===== src/rtl/stream_rr_arbiter.sv =====
// Round-robin merge of NUM_IN FWFT streams into one FIFO write port, tagging each word with its source index.
// Latency: 1 cycle from pop to out_write; each new grant costs one idle arbitration cycle.
// Backpressure: out_full_n low stalls the granted stream in place; the registered write needs downstream grace >= 1.
module stream_rr_arbiter #(
    parameter int NUM_IN     = 4,
    parameter int DATA_WIDTH = 32,
    parameter int MAX_BURST  = 8,
    parameter int IDX_WIDTH  = ($clog2(NUM_IN) > 0) ? $clog2(NUM_IN) : 1
) (
    input  logic                           clk,
    input  logic                           reset,
    input  logic [NUM_IN-1:0]              in_empty_n,
    output logic [NUM_IN-1:0]              in_read,
    input  logic [NUM_IN*DATA_WIDTH-1:0]   in_dout,
    input  logic                           out_full_n,
    output logic                           out_write,
    output logic [IDX_WIDTH+DATA_WIDTH-1:0] out_din,
    output logic                           grant_valid,
    output logic [IDX_WIDTH-1:0]           grant_idx
);

    localparam int CNT_W = $clog2(MAX_BURST + 1);
    localparam logic [CNT_W-1:0]     CNT_LAST = CNT_W'(MAX_BURST - 1);
    localparam logic [IDX_WIDTH-1:0] IDX_LAST = IDX_WIDTH'(NUM_IN - 1);

    typedef enum logic {
        IDLE  = 1'b0,
        GRANT = 1'b1
    } state_t;

    state_t                state, state_nxt;
    logic [IDX_WIDTH-1:0]  rr_ptr, rr_ptr_nxt;
    logic [IDX_WIDTH-1:0]  grant, grant_nxt;
    logic [CNT_W-1:0]      burst_cnt, burst_cnt_nxt;

    logic                  sel_found;
    logic [IDX_WIDTH-1:0]  sel_idx;
    logic                  gnt_vld;
    logic [DATA_WIDTH-1:0] gnt_dat;
    logic                  pop;

    // Search order rr_ptr, rr_ptr+1, ... mod NUM_IN; first valid stream wins.
    always_comb begin
        sel_found = 1'b0;
        sel_idx   = '0;
        for (int k = 0; k < NUM_IN; k++) begin
            for (int i = 0; i < NUM_IN; i++) begin
                if (!sel_found && in_empty_n[i] && (i == (int'(rr_ptr) + k) % NUM_IN)) begin
                    sel_found = 1'b1;
                    sel_idx   = IDX_WIDTH'(i);
                end
            end
        end
    end

    always_comb begin
        gnt_vld = 1'b0;
        gnt_dat = '0;
        for (int i = 0; i < NUM_IN; i++) begin
            if (grant == IDX_WIDTH'(i)) begin
                gnt_vld = in_empty_n[i];
                gnt_dat = in_dout[i*DATA_WIDTH +: DATA_WIDTH];
            end
        end
    end

    assign pop         = (state == GRANT) && gnt_vld && out_full_n;
    assign grant_valid = (state == GRANT);
    assign grant_idx   = grant;

    always_comb begin
        in_read = '0;
        for (int i = 0; i < NUM_IN; i++) begin
            in_read[i] = pop && (grant == IDX_WIDTH'(i));
        end
    end

    always_comb begin
        state_nxt     = state;
        rr_ptr_nxt    = rr_ptr;
        grant_nxt     = grant;
        burst_cnt_nxt = burst_cnt;
        case (state)
            IDLE: begin
                if (sel_found) begin
                    grant_nxt     = sel_idx;
                    burst_cnt_nxt = '0;
                    state_nxt     = GRANT;
                end
            end
            GRANT: begin
                // A stall (valid but full) falls through every branch and holds everything.
                if (!gnt_vld || (pop && burst_cnt == CNT_LAST)) begin
                    rr_ptr_nxt = (grant == IDX_LAST) ? '0 : grant + 1'b1;
                    state_nxt  = IDLE;
                end else if (pop) begin
                    burst_cnt_nxt = burst_cnt + 1'b1;
                end
            end
            default: state_nxt = IDLE;
        endcase
    end

    always_ff @(posedge clk or negedge reset) begin
        if (!reset) begin
            state     <= IDLE;
            rr_ptr    <= '0;
            grant     <= '0;
            burst_cnt <= '0;
        end else begin
            state     <= state_nxt;
            rr_ptr    <= rr_ptr_nxt;
            grant     <= grant_nxt;
            burst_cnt <= burst_cnt_nxt;
        end
    end

    always_ff @(posedge clk or negedge reset) begin
        if (!reset) begin
            out_write <= 1'b0;
            out_din   <= '0;
        end else begin
            out_write <= pop;
            if (pop) begin
                out_din <= {grant, gnt_dat};
            end
        end
    end

endmodule


===== config.mk =====
export PLATFORM = sky130hd
export DESIGN_NAME = stream_rr_arbiter
export DESIGN_NICKNAME = d
export VERILOG_FILES = /design/src/rtl/stream_rr_arbiter.sv
export SDC_FILE = /design/constraint.sdc
export NUM_CORES = 1
export LEC_CHECK = 0
export BUFFER_PORTS_ARGS = -buffer_cell sky130_fd_sc_hd__buf_2
export CAP_MARGIN = 10
export CORE_UTILIZATION = 45
export DETAILED_ROUTE_END_ITERATION = 7
export HOLD_SLACK_MARGIN = 0.08
export PLACE_DENSITY = 0.81
export SLEW_MARGIN = 15
export SYNTH_ARGS = -nofsm -noshare
export SYNTH_HDL_FRONTEND = slang
export SYNTH_SLANG_ARGS = --single-unit

===== constraint.sdc =====
create_clock -name clk -period 4.9 [get_ports clk]
set_clock_uncertainty 0.15 [all_clocks]
set_input_delay 0.245 -clock clk [delete_from_list [all_inputs] [get_ports clk]]
set_output_delay 0.245 -clock clk [all_outputs]
set_load 0.005 [all_outputs]

Word-level counts from Yosys, hierarchy flattened
Cells that the tools add are included.
{"block": "word_totals", "reg_bits": 44, "input_bits": 135, "output_inout_bits": 42, "word_cells": 147}
{"block": "op_classes", "n_mux": 47, "reduce_logical": 66, "bitwise_logic": 4, "add_sub_neg": 5, "n_eq_ne": 19}
{"operator": "$logic_not A32 Y1", "count": 4}
{"operator": "$mux W32", "count": 4}
{"operator": "$logic_and A1 B1 Y1", "count": 38}
{"operator": "$mux W2", "count": 15}
{"operator": "$mux W1", "count": 23}
{"operator": "$eq A3 B3 Y1 const A", "count": 6}
{"operator": "$logic_not A1 Y1", "count": 16}
{"operator": "$mux W4", "count": 3}
{"operator": "$eq A2 B3 Y1 const A", "count": 3}
{"operator": "$pmux W4 S2", "count": 1}
{"operator": "$reduce_or A2 Y1", "count": 3}
{"operator": "$add A2 B1 Y2 const B", "count": 2}
{"operator": "$add A2 B2 Y2 const B", "count": 2}
{"operator": "$add A4 B1 Y4 const B", "count": 1}
{"operator": "$eq A2 B2 Y1 const A", "count": 2}
{"operator": "$eq A2 B2 Y1 const B", "count": 2}
{"operator": "$eq A4 B3 Y1 const B", "count": 1}
{"operator": "$ne A2 B2 Y1 const B", "count": 2}
{"operator": "$reduce_and A2 Y1", "count": 2}
{"operator": "$and A1 B1 Y1 const A", "count": 3}
{"operator": "$reduce_and A3 Y1", "count": 1}
{"operator": "$eq A1 B2 Y1 const A", "count": 1}
{"operator": "$eq A2 B1 Y1 const B", "count": 1}
{"operator": "$logic_not A2 Y1", "count": 1}
{"operator": "other kinds (4)", "count": 4}

Depth between registers and ports, before layout
Gate-level depths: netlist (run 1).
{"block": "depth", "depth_word": 65, "ltp_mapped": 9, "depth_no_buf": 7}

Worst setup path before layout (run 1)
OpenSTA, ideal clock, no wires.
{"block": "synth_timing", "kind": "reg2reg", "startpoint": "register grant[1] (netlist: grant_idx[1])", "endpoint": "register out_din[0]", "required_ps": 4625, "stages_incl_launch_ff": 10, "path_buffers": 2, "t_arrival_ps": 2059, "slack_ps": 2566, "cell_sequence": "dfrtp_1 > inv_1 > ha_1 > buf_6 > nand3b_4 > a211o_2 > or2_4 > clkinv_8 > buf_12 > mux2_4"}
{"block": "synth_between", "elab_chain_len": 7, "word_cells_on_any_way": 14, "cone_classes": "eq/ne (3); mux (8); reduce/logical (3)"}
{"item": "start: declaration", "line_no": "33", "text": "logic [IDX_WIDTH-1:0] grant, grant_nxt;"}
{"item": "start signal: assignment", "line_no": "113", "text": "grant <= grant_nxt;"}
{"item": "$logic_not A2 Y1", "line_no": "60", "text": "if (grant == IDX_WIDTH'(i)) begin"}
{"item": "$mux W1 (4 in a row)", "line_no": "60"}
{"item": "$logic_and A1 B1 Y1 (2 in a row)", "line_no": "67", "text": "assign pop = (state == GRANT) && gnt_vld && out_full_n;"}
{"item": "end signal: assignment", "line_no": "125", "text": "out_din <= {grant, gnt_dat};"}
{"item": "end: declaration", "line_no": "17", "text": "output logic [IDX_WIDTH+DATA_WIDTH-1:0] out_din,"}
Several ways; a longest one is shown, not always the timed one.
A chain may end at the register's enable or synchronous reset.

Worst setup path in the final report (run 1)
{"block": "layout_timing", "startpoint": "register grant[1] (netlist: grant_idx[1])", "endpoint": "output in_read[1]"}
{"block": "layout_between", "elab_chain_len": 8, "word_cells_on_any_way": 11, "cone_classes": "eq/ne (3); mux (4); reduce/logical (4)"}
{"item": "$logic_not A2 Y1", "line_no": "60"}
{"item": "$mux W1 (4 in a row)", "line_no": "60"}
{"item": "$logic_and A1 B1 Y1 (2 in a row)", "line_no": "67"}
{"item": "$logic_and A1 B1 Y1 (*)", "line_no": "74", "text": "in_read[i] = pop && (grant == IDX_WIDTH'(i));"}
{"item": "end: declaration", "line_no": "13", "text": "output logic [NUM_IN-1:0] in_read,"}
Mark *: on every way between the ends. The rest lies on a longest branch, timed or not.

==> impl_metrics.csv, run 1 <==
group,metric,value,unit
timing,fin_crit_sh,0.724,
yosys,ys_seq_area_frac,0.352,
yosys,synth_area,3130,um^2
timing,slew_headroom,0.306,
critical_path,crit_family,"adder cells",
critical_path,crit_arrival,3.15,ns
place,io_buffers,176,
pwr,leakage,2.19,nW
global_route,grt_pass1_wl,14000,um
job,drv_cap,0,
die,ios,177,
die,rows,30,
route,drt-wirelength-per-cell,14.6,um
clocking,cts_setup_buffers,0,
clocking,clock_path_buffers,2,
pwr,cellPowerDensity,574,nW/um^2
yosys,synthArstFlopShare,1.00,
yosys,synthFlopType,"dfrtp_1",
critical_path,cp-start-kind,"register",
timing,finalHoldViolCount,0,
yosys,synth.distinct_cells,39,
layout,synthToLayoutAreaGrowth,30.6,%
layout,drive_gt1_frac,0.438,
critical_path,cp_max_fo,65,
timing,fmax,282,MHz
clocking,post_cts_resized,0,
min_path,holdCritStartpoint,"in_dout[127]",
critical_path,cp_slowest_cell,"ha_2",
critical_path,critPathBufInv,3,
clocking,root_buffer,"clkbuf_8",
critical_path,end_kind,"output pin",
place,hpwl,6300,um
yosys,avgSynthCellArea,8.86,um^2
critical_path,max_stage_delay,0.87,ns
route,ant_nets,0,
die,dieHeight,85.4,um
timing,tightest_slew,1.04,ns
global_route,grt_pass1_vias,3065,
layout,antennaDiodeCount,0,
global_route,grt_max_degree,68,
global_route,grt_use_total,0.238,
route,drc_errors,0,
yosys,syn_nets,493,
place,place.gp.congestion,0.813,
global_route,grt.overflow.total,0,
clocking,cts_made_buffers,5,
yosys,syn_inst,353,
clocking,htreeDepth,2,
route,first_pass_iters,4,
timing,hold_slack,0.154,ns
timing,slew_violations,0,
yosys,ys_ff_latch,44,
timing,rsz0062_at_grt,"no",
min_path,hold_class,"primary input to register",
route,drtIter0Drc,166,
global_route,antenna_found_initial,0,
die,initial_core_util,0.463,
outcome,status,"finished, final reports clean",
critical_path,reg2reg_from,"grant_idx[1]",
clocking,insertion_delay,0.29,ns
route,drt-vias-per-instance,5.34,
timing,setup_violations,0,
clocking,cts_tree,"yes",
route,wl,8620,um
die,core_area,6760,um^2
timing,fin_tns_setup,0,ns
yosys,synth-edff-count,0,
layout,fin_nets,651,
die,dieWidth,85.4,um
critical_path,crit_type,"register to output pin",
clocking,hold_buffers,1,
timing,period_needed,3.55,ns
critical_path,worstPathRequired,4.51,ns
clocking,cts.sinks,44,
pwr,vdd_drop_max,334,uV
die,die_area,7290,um^2
route,vias,3163,
yosys,ys_warn_count,0,
clocking,clk_pin_slew,0.08,ns
critical_path,startpoint,"grant_idx[1]",
critical_path,path_cells,"inv_1 -> ha_2 -> a211oi_1 -> a211o_2 -> or2_4 -> clkinv_8 -> and2_1 -> buf_2",
[path summary, 6_finish.rpt]
| kind | slack [ns] | cells after the start | end |
|---|---|---|---|
| worst min-delay path | 0.15 | 4 | out_din[31] |
| max in group asynchronous | 3.49 | 2 | out_din[20] |
| worst min register to register | 0.34 | 1 | out_din[20] |
| worst max register to register | 1.66 | 7 | out_din[30] |
| min in group asynchronous | 0.50 | 2 | out_din[15] |
| worst max-delay path | 1.35 | 8 | in_read[1] |
[report_power, final]
part	leakage (nW)	internal (mW)	switching, mW	total, mW
clock	0.0510	0.113	0.123	0.235
combinational	1.59	0.738	0.727	1.47
sequential	0.551	0.528	0.114	0.643
total	2.19	1.38	0.964	2.34
[per-stage QoR]
| step | cells | power, mW | area, um^2 | worst slack (ns) | util |
|---|---|---|---|---|---|
| after CTS | 592 | 2.35 | 4070 | 1.30 | 0.603 |
| after detailed placement | 583 | 2.11 | 3970 | 1.60 | 0.588 |
| after global routing | 592 | 2.55 | 4080 | 1.07 | 0.604 |
| after floorplan | 353 | 1.72 | 3130 | 2.57 | - |
| after global placement | 583 | 2.05 | 3970 | 1.74 | 0.588 |
| final | 592 | 2.34 | 4080 | 1.35 | 0.604 |
[cell usage after synthesis (all sizes together), types with 2 or more instances]
cell type  number  area [um^2]
a221oi          3         26.3
o21ai          35          175
inv            36          135
nor2b           6         37.5
ha              5         62.6
a21boi          2         15.0
dfrtp          44         1100
mux2i           2         20.0
mux2           34          458
o31ai           6         45.0
nor3            2         10.0
a22o           29          254
clkbuf         20         75.1
nor2            4         15.0
o22ai           2         12.5
buf             8         83.8
a21oi          58          290
nand2          38          143
nor3b           2         15.0
and2            4         25.0
[routing by layer]
metal | share of wire | track usage | vias to the layer above
met3 | 0.062 | 0.0399 | 10
li1 | - | - | 1563
met2 | 0.51 | 0.430 | 126
met5 | 0 | 0 | -
met4 | 0.010 | 0.0576 | 0
met1 | 0.42 | 0.298 | 1464
[worst reg2reg max path, delay by kind of cell, from the launching register on]
family | cells | cell delay [ns]
DFF | 1 | 0.47
buffers and inverters | 2 | 0.32
adders and majority gates | 1 | 0.87
AOI/OAI and AO/OA | 2 | 0.64
and+or+nand+nor | 1 | 0.29
muxes | 1 | 0.38
[kinds of logic after synthesis]
group,Yosys count,share of synthesized area
flops,44,0.352
buf+inv,65,0.0992
compound gates,143,0.284
fa+ha+maj,5,0.0200
simple gates,60,0.0916
mux,36,0.153
[registers in the layout (all words and copies together), names as in the netlist]
signal	flops
out_din	34
burst_cnt	4
grant_idx	2
rr_ptr	2
grant_valid	1
out_write	1
[placed cells by master, fill, tap and decap left out, types with 2 or more instances in the layout]
master,n
nor3_1,2
o21ai_0,35
nor2b_1,6
nor3b_1,2
inv_1,36
ha_1,2
o22ai_1,2
nand2_1,38
a221oi_1,3
and2_1,4
a21oi_1,58
nor2_1,4
clkbuf_8,6
buf_4,2
a21boi_0,2
o31ai_1,6
clkinv_2,2
mux2_1,5
a22o_1,29
mux2_2,9
ha_2,2
buf_2,176
mux2_4,20
mux2i_1,2
dfrtp_1,44
[area by class of cell]
class                   count  area [um^2]
repair buffers            179          906
flip-flops and latches     44         1100
well taps                  80          100
clock buffers               6         82.6
clock inverters             2         10.0
multi-input cells         244         1730
fillers                   628         2670
inverters                  37          151
(Power assumes the default switching activity.)
==> run 2, diff against run 1 <==
--- a/config.mk
+++ b/config.mk
@@ -7,10 +7,10 @@
 export LEC_CHECK = 0
 export BUFFER_PORTS_ARGS = -buffer_cell sky130_fd_sc_hd__buf_2
 export CAP_MARGIN = 10
-export CORE_UTILIZATION = 45
+export CORE_UTILIZATION = 41
 export DETAILED_ROUTE_END_ITERATION = 7
 export HOLD_SLACK_MARGIN = 0.08
-export PLACE_DENSITY = 0.81
+export PLACE_DENSITY = 0.78
 export SLEW_MARGIN = 15
 export SYNTH_ARGS = -nofsm -noshare
 export SYNTH_HDL_FRONTEND = slang
==> constraint.sdc (replaced) <==
create_clock -name clk -period 2.85 [get_ports clk]
set_clock_uncertainty 0.15 [all_clocks]
set_input_delay 0.1425 -clock clk [delete_from_list [all_inputs] [get_ports clk]]
set_output_delay 0.1425 -clock clk [all_outputs]
set_load 0.005 [all_outputs]
==> impl_metrics.csv, run 2 (synthesis results as in run 1) <==
group,metric,value,unit
layout,fin_area,4420,um^2
route,drt-vias-per-instance,5.15,
min_path,hold_class,"primary input to register",
place,hpwl,6400,um
clocking,cts.sinks,44,
die,rows,31,
timing,slew_violations,0,
clocking,cts_setup_buffers,0,
die,dieWidth,89.3,um
die,core_area,7330,um^2
die,ios,177,
route,drc_errors,0,
layout,fin_nets,687,
global_route,grt.overflow.total,0,
clocking,cts_made_buffers,5,
layout,antennaDiodeCount,0,
clocking,insertion_delay,0.29,ns
layout,largest_reg_flops,34,
global_route,grt_pass1_wl,14100,um
timing,rsz0062_at_grt,"no",
timing,fin_tns_setup,0,ns
timing,slew_headroom,0.335,
route,wl,9150,um
clocking,clock_path_buffers,2,
place,dpl_cell_area,4030,um^2
global_route,grt_use_total,0.230,
global_route,grt_max_degree,45,
critical_path,cp_max_fo,37,
timing,period_needed,2.65,ns
pwr,cellPowerDensity,907,nW/um^2
place,place_ws,0.444,ns
clocking,root_buffer,"clkbuf_8",
critical_path,end_kind,"output pin",
global_route,antenna_found_initial,1,
layout,most-common-layout-cells,"buf_2 (176), a21oi_1 (58), dfrtp_1 (44)",
timing,finalWorstSetupSlack,0.203,ns
outcome,status,"finished, final reports clean",
layout,final_common_cell,"buf_2",
layout,drive_gt1_frac,0.415,
route,drt-wirelength-per-cell,14.2,um
timing,hold_slack,0.0904,ns
place,place.gp.congestion,0.844,
timing,fin_crit_sh,0.929,
route,vias,3318,
layout,reg_top3,"out_din: 34 flops, burst_cnt: 4 flops",
timing,fmax,378,MHz
critical_path,crit_type,"register to output pin",
layout,synthToLayoutAreaGrowth,41.4,%
job,drv_cap,0,
die,dieHeight,89.3,um
die,die_area,7980,um^2
layout,top_register,"out_din",
timing,setup_violations,0,
die,initial_core_util,0.427,
layout,fillers,646,
timing,tightest_slew,0.998,ns
global_route,grt_pass1_vias,3141,
route,drtIter0Drc,87,
critical_path,cp-start-kind,"register",
clocking,clk_pin_slew,0.08,ns
critical_path,crit_arrival,2.35,ns
critical_path,worstPathRequired,2.56,ns
pwr,leakage,2.33,nW
route,first_pass_iters,6,
layout,final_core_util,0.603,
place,io_buffers,176,
pwr,vdd_drop_max,620,uV
route,ant_nets,0,
timing,finalHoldViolCount,0,
clocking,htreeDepth,2,
clocking,cts_tree,"yes",
[run 2: cell count changes in the layout (fill, tap and decap cells not counted), sizes merged]
| cell | before | now |
|---|---|---|
| dlygate4sd3 | 1 | 32 |
| clkbuf | 6 | 5 |
| buf | 178 | 183 |
| clkinv | 3 | 1 |
[run 2: report_power, final]
group          internal, mW  total [mW]  switching, mW
Combinational          1.31        2.57           1.26
Sequential            0.909        1.09          0.181
Clock                 0.158       0.350          0.191
Total                  2.38        4.01           1.63
[run 2: per-stage QoR]
| stage | power, mW | cells |
|---|---|---|
| CTS | 4.04 | 644 |
| floorplan | 2.95 | 353 |
| global route | 4.37 | 644 |
| global placement | 3.53 | 607 |
| finish | 4.01 | 644 |
| detailed placement | 3.63 | 607 |
[run 2: worst max-delay path: stages, from the launching register on]
cell      delay (ns)
dfrtp_1         0.45
inv_1           0.11
ha_2            0.21
nor3b_1         0.14
a211o_2         0.37
or2_4           0.29
clkinv_8        0.19
and2_1          0.16
buf_2           0.10
[run 2: timing repair]
action                                 4_1_cts  5_1_grt
hold buffers                                32        0
gates resized for setup                      0        0
endpoints found under the hold margin       76        0
[run 2: final cells by class]
class	count	area [um^2]	share of cell area
Tap cell	99	124	0.0280
Inverter	37	151	0.0342
Multi-Input combinational cell	244	1720	0.390
Sequential cell	44	1100	0.249
Timing Repair Buffer	215	1250	0.284
Clock buffer	5	68.8	0.0156
[run 2: per-layer routing]
metal,up-vias,share of wire,GRT usage
li1,1631,-,-
met1,1543,0.42,0.260
met2,128,0.52,0.431
met3,14,0.055,0.0508
met4,2,0.010,0.0649
met5,-,0.0011,0
[run 2: final timing paths]
path	from	to	slack [ns]	depth (start not counted)
max in group asynchronous	reset	out_din[14]	1.53	2
worst max-delay path	grant_idx[0]	in_read[2]	0.20	8
min in group asynchronous	reset	grant_idx[0]	0.41	2
worst min-delay path	in_dout[110]	out_din[14]	0.09	3
worst max register to register	grant_idx[0]	out_din[30]	0.41	7
worst min register to register	out_din[20]	out_din[20]	0.33	1
==> run 3, diff against run 2 <==
--- a/config.mk
+++ b/config.mk
@@ -5,12 +5,15 @@
 export SDC_FILE = /design/constraint.sdc
 export NUM_CORES = 1
 export LEC_CHECK = 0
+export ABC_AREA = 1
 export BUFFER_PORTS_ARGS = -buffer_cell sky130_fd_sc_hd__buf_2
 export CAP_MARGIN = 10
-export CORE_UTILIZATION = 41
+export CELL_PAD_IN_SITES_DETAIL_PLACEMENT = 0
+export CELL_PAD_IN_SITES_GLOBAL_PLACEMENT = 1
+export CORE_UTILIZATION = 26
 export DETAILED_ROUTE_END_ITERATION = 7
 export HOLD_SLACK_MARGIN = 0.08
-export PLACE_DENSITY = 0.78
+export PLACE_DENSITY_LB_ADDON = 0.1
 export SLEW_MARGIN = 15
 export SYNTH_ARGS = -nofsm -noshare
 export SYNTH_HDL_FRONTEND = slang
==> impl_metrics.csv, run 3 <==
group,metric,value,unit
outcome,status,"finished, final reports clean",
yosys,synth_top_area_frac,0.367,
layout,top_register,"out_din",
global_route,grt_max_degree,65,
layout,seq_area,1100,um^2
pwr,vdd_drop_max,484,uV
global_route,antenna_found_initial,0,
route,wl_met3,639,um
critical_path,crit_arrival,2.18,ns
clocking,clock_path_buffers,2,
yosys,yosys-top-cells-area,"dfrtp_1 (37%), nand2_1 (16%), o21ai_0 (11%)",
die,initial_core_util,0.272,
timing,fin_tns_setup,0,ns
pwr,p_comb_frac,0.621,
layout,reg_top3,"out_din: 34 flops, burst_cnt: 4 flops",
critical_path,worstRegToRegCells,11,
critical_path,reg2reg_slack,0.51,ns
yosys,yosysMostFrequentCell,"nand2_1",
yosys,synthArstFlopShare,1.00,
die,die_area,12000,um^2
route,drc_errors,0,
route,drt-wirelength-per-cell,14.2,um
layout,synthToLayoutAreaGrowth,50.1,%
yosys,synth-compound-area-share,0.233,
place,dp.cells,744,
route,ant_nets,0,
pwr,switching_share,0.474,
timing,fmax,405,MHz
yosys,synthTopCellsByCount,"nand2_1 (127), o21ai_0 (64), nand3_1 (51)",
yosys,yosys.area_share.adder,0.0208,
min_path,holdCritStartpoint,"in_dout[89]",
route,first_pass_iters,4,
route,wl,11100,um
global_route,grt_use_total,0.189,
layout,fin_area,4500,um^2
clocking,insertion_delay,0.28,ns
timing,slew_headroom,0.313,
yosys,ys_warn_count,0,
timing,setup_violations,0,
global_route,grt_pass1_wl,17600,um
yosys,avgSynthCellArea,6.67,um^2
clocking,htreeDepth,2,
place,dpl_cell_area,4030,um^2
timing,rsz0062_at_grt,"no",
pwr,pwr-share-clk,0.131,
yosys,ys_ff_latch,44,
critical_path,cp_max_fo,15,
place,hpwl,7980,um
yosys,synth_xor_area_frac,0.00292,
yosys,synth_top_family_by_area,"simple AND/OR/NAND/NOR gates",
layout,fillers,1193,
layout,largest_reg_flops,34,
yosys,yosys.area_share.simple,0.311,
place,place.gp.congestion,0.797,
min_path,hold_class,"primary input to register",
yosys,synth-edff-count,0,
die,ios,177,
critical_path,cp-start-kind,"register",
die,dieHeight,109,um
route,drt-vias-per-instance,4.71,
layout,multi_input_area,1710,um^2
pwr,p_switching,2.06,mW
layout,fin_cells,785,
clocking,root_buffer,"clkbuf_16",
pwr,cellPowerDensity,966,nW/um^2
yosys,yosys.area.top_type,"dfrtp_1",
place,io_buffers,176,
route,drtIter0Drc,144,
timing,slew_violations,0,
global_route,grt.overflow.total,0,
min_path,holdPathStages,5,
yosys,ys_seq_area_frac,0.367,
clocking,cts.sinks,44,
timing,tightest_slew,1.03,ns
critical_path,end_kind,"output pin",
die,rows,38,
timing,fin_crit_sh,0.866,
die,core_area,11000,um^2
clocking,hold_buffers,33,
yosys,synth_area,3000,um^2
clocking,cts_made_buffers,5,
critical_path,crit_type,"register to output pin",
timing,finalHoldViolCount,0,
route,wl_met1,4860,um
route,top_layer,"met4",
global_route,grt_pass1_vias,3600,
clocking,post_cts_resized,0,
route,vias,3696,
pwr,leakage,2.44,nW
job,drv_cap,0,
layout,fin_nets,784,
route,wl_met2,5560,um
critical_path,reg2reg_from,"grant_idx[1]",
layout,antennaDiodeCount,0,
clocking,cts_tree,"yes",
yosys,syn_nets,590,
die,dieWidth,109,um
layout,most-common-layout-cells,"buf_2 (176), nand2_1 (127), o21ai_0 (64)",
yosys,synth_mux_area_frac,0,
critical_path,startpoint,"grant_idx[1]",
clocking,clk_pin_slew,0.06,ns
yosys,synthFlopType,"dfrtp_1",
pwr,p_int,2.29,mW
pwr,seqPwrFrac,0.248,
clocking,cts_setup_buffers,0,
critical_path,worstPathRequired,2.56,ns
yosys,syn_inst,450,
layout,final_common_cell,"buf_2",
layout,drive_gt1_frac,0.329,
yosys,synth.distinct_cells,27,
timing,period_needed,2.47,ns
## run 3: cell count changes in the layout (fill, tap and decap cells not counted), sizes merged, moves of 24 or more
cell	change
nand2	+93
o21ai	+66
nand3	+50
mux2	-34
a22o	-29
a21oi	-24
## run 3: area by class of cell
| type | instances | area share |
|---|---|---|
| Timing Repair Buffer | 219 | 0.288 |
| Clock buffer | 8 | 0.0325 |
| Multi-Input combinational cell | 354 | 0.379 |
| Sequential cell | 44 | 0.244 |
| Inverter | 20 | 0.0167 |
| Tap cell | 140 | 0.0389 |
## run 3: final timing paths
| check | endpoint |
|---|---|
| worst max-delay path | in_read[2] |
| worst min-delay path | out_din[25] |
| worst max register to register | rr_ptr[0] |
| worst min register to register | out_din[6] |
| max in group asynchronous | out_din[7] |
| min in group asynchronous | out_din[26] |
## run 3: metal layers
metal,vias to the layer above,global-route usage
met2,102,0.334
met1,1685,0.238
li1,1905,-
met4,0,0.0248
met3,4,0.0451
met5,-,0
## run 3: cell families after synthesis
logic type / count (synthesis)
compound gates: 138
buf+inv: 52
fa+ha+maj: 5
simple gates: 210
flops: 44
xor+xnor: 1
## run 3: stage by stage
step | hold WS (ns) | total power [mW] | worst slack [ns] | util
after global placement | 0.243 | 3.78 | 0.590 | 0.365
after CTS | 0.120 | 4.42 | 0.377 | 0.408
after detailed placement | 0.236 | 3.79 | 0.499 | 0.365
final | 0.121 | 4.35 | 0.381 | 0.408
after floorplan | -0.303 | 2.86 | 0.681 | -
after global routing | 0.135 | 4.85 | 0.0972 | 0.408
## run 3: power groups by stage
stage          registers, mW  logic (mW)  clock network [mW]
6_report                1.08        2.70               0.571
5_1_grt                 1.12        3.11               0.617
4_1_cts                 1.08        2.75               0.591
3_5_place_dp            1.08        2.71                   0
3_3_place_gp            1.09        2.69                   0
2_1_floorplan           1.09        1.78                   0
## run 3: critical path, cell delays in order (launching register included)
cell and delay [ns]:
dfrtp_1 0.41, inv_1 0.11, ha_1 0.21, inv_2 0.08
nand3_1 0.06, o21ai_1 0.07, nand2_1 0.06, a22oi_1 0.19
nand3_2 0.30, nor2_1 0.25, buf_2 0.15
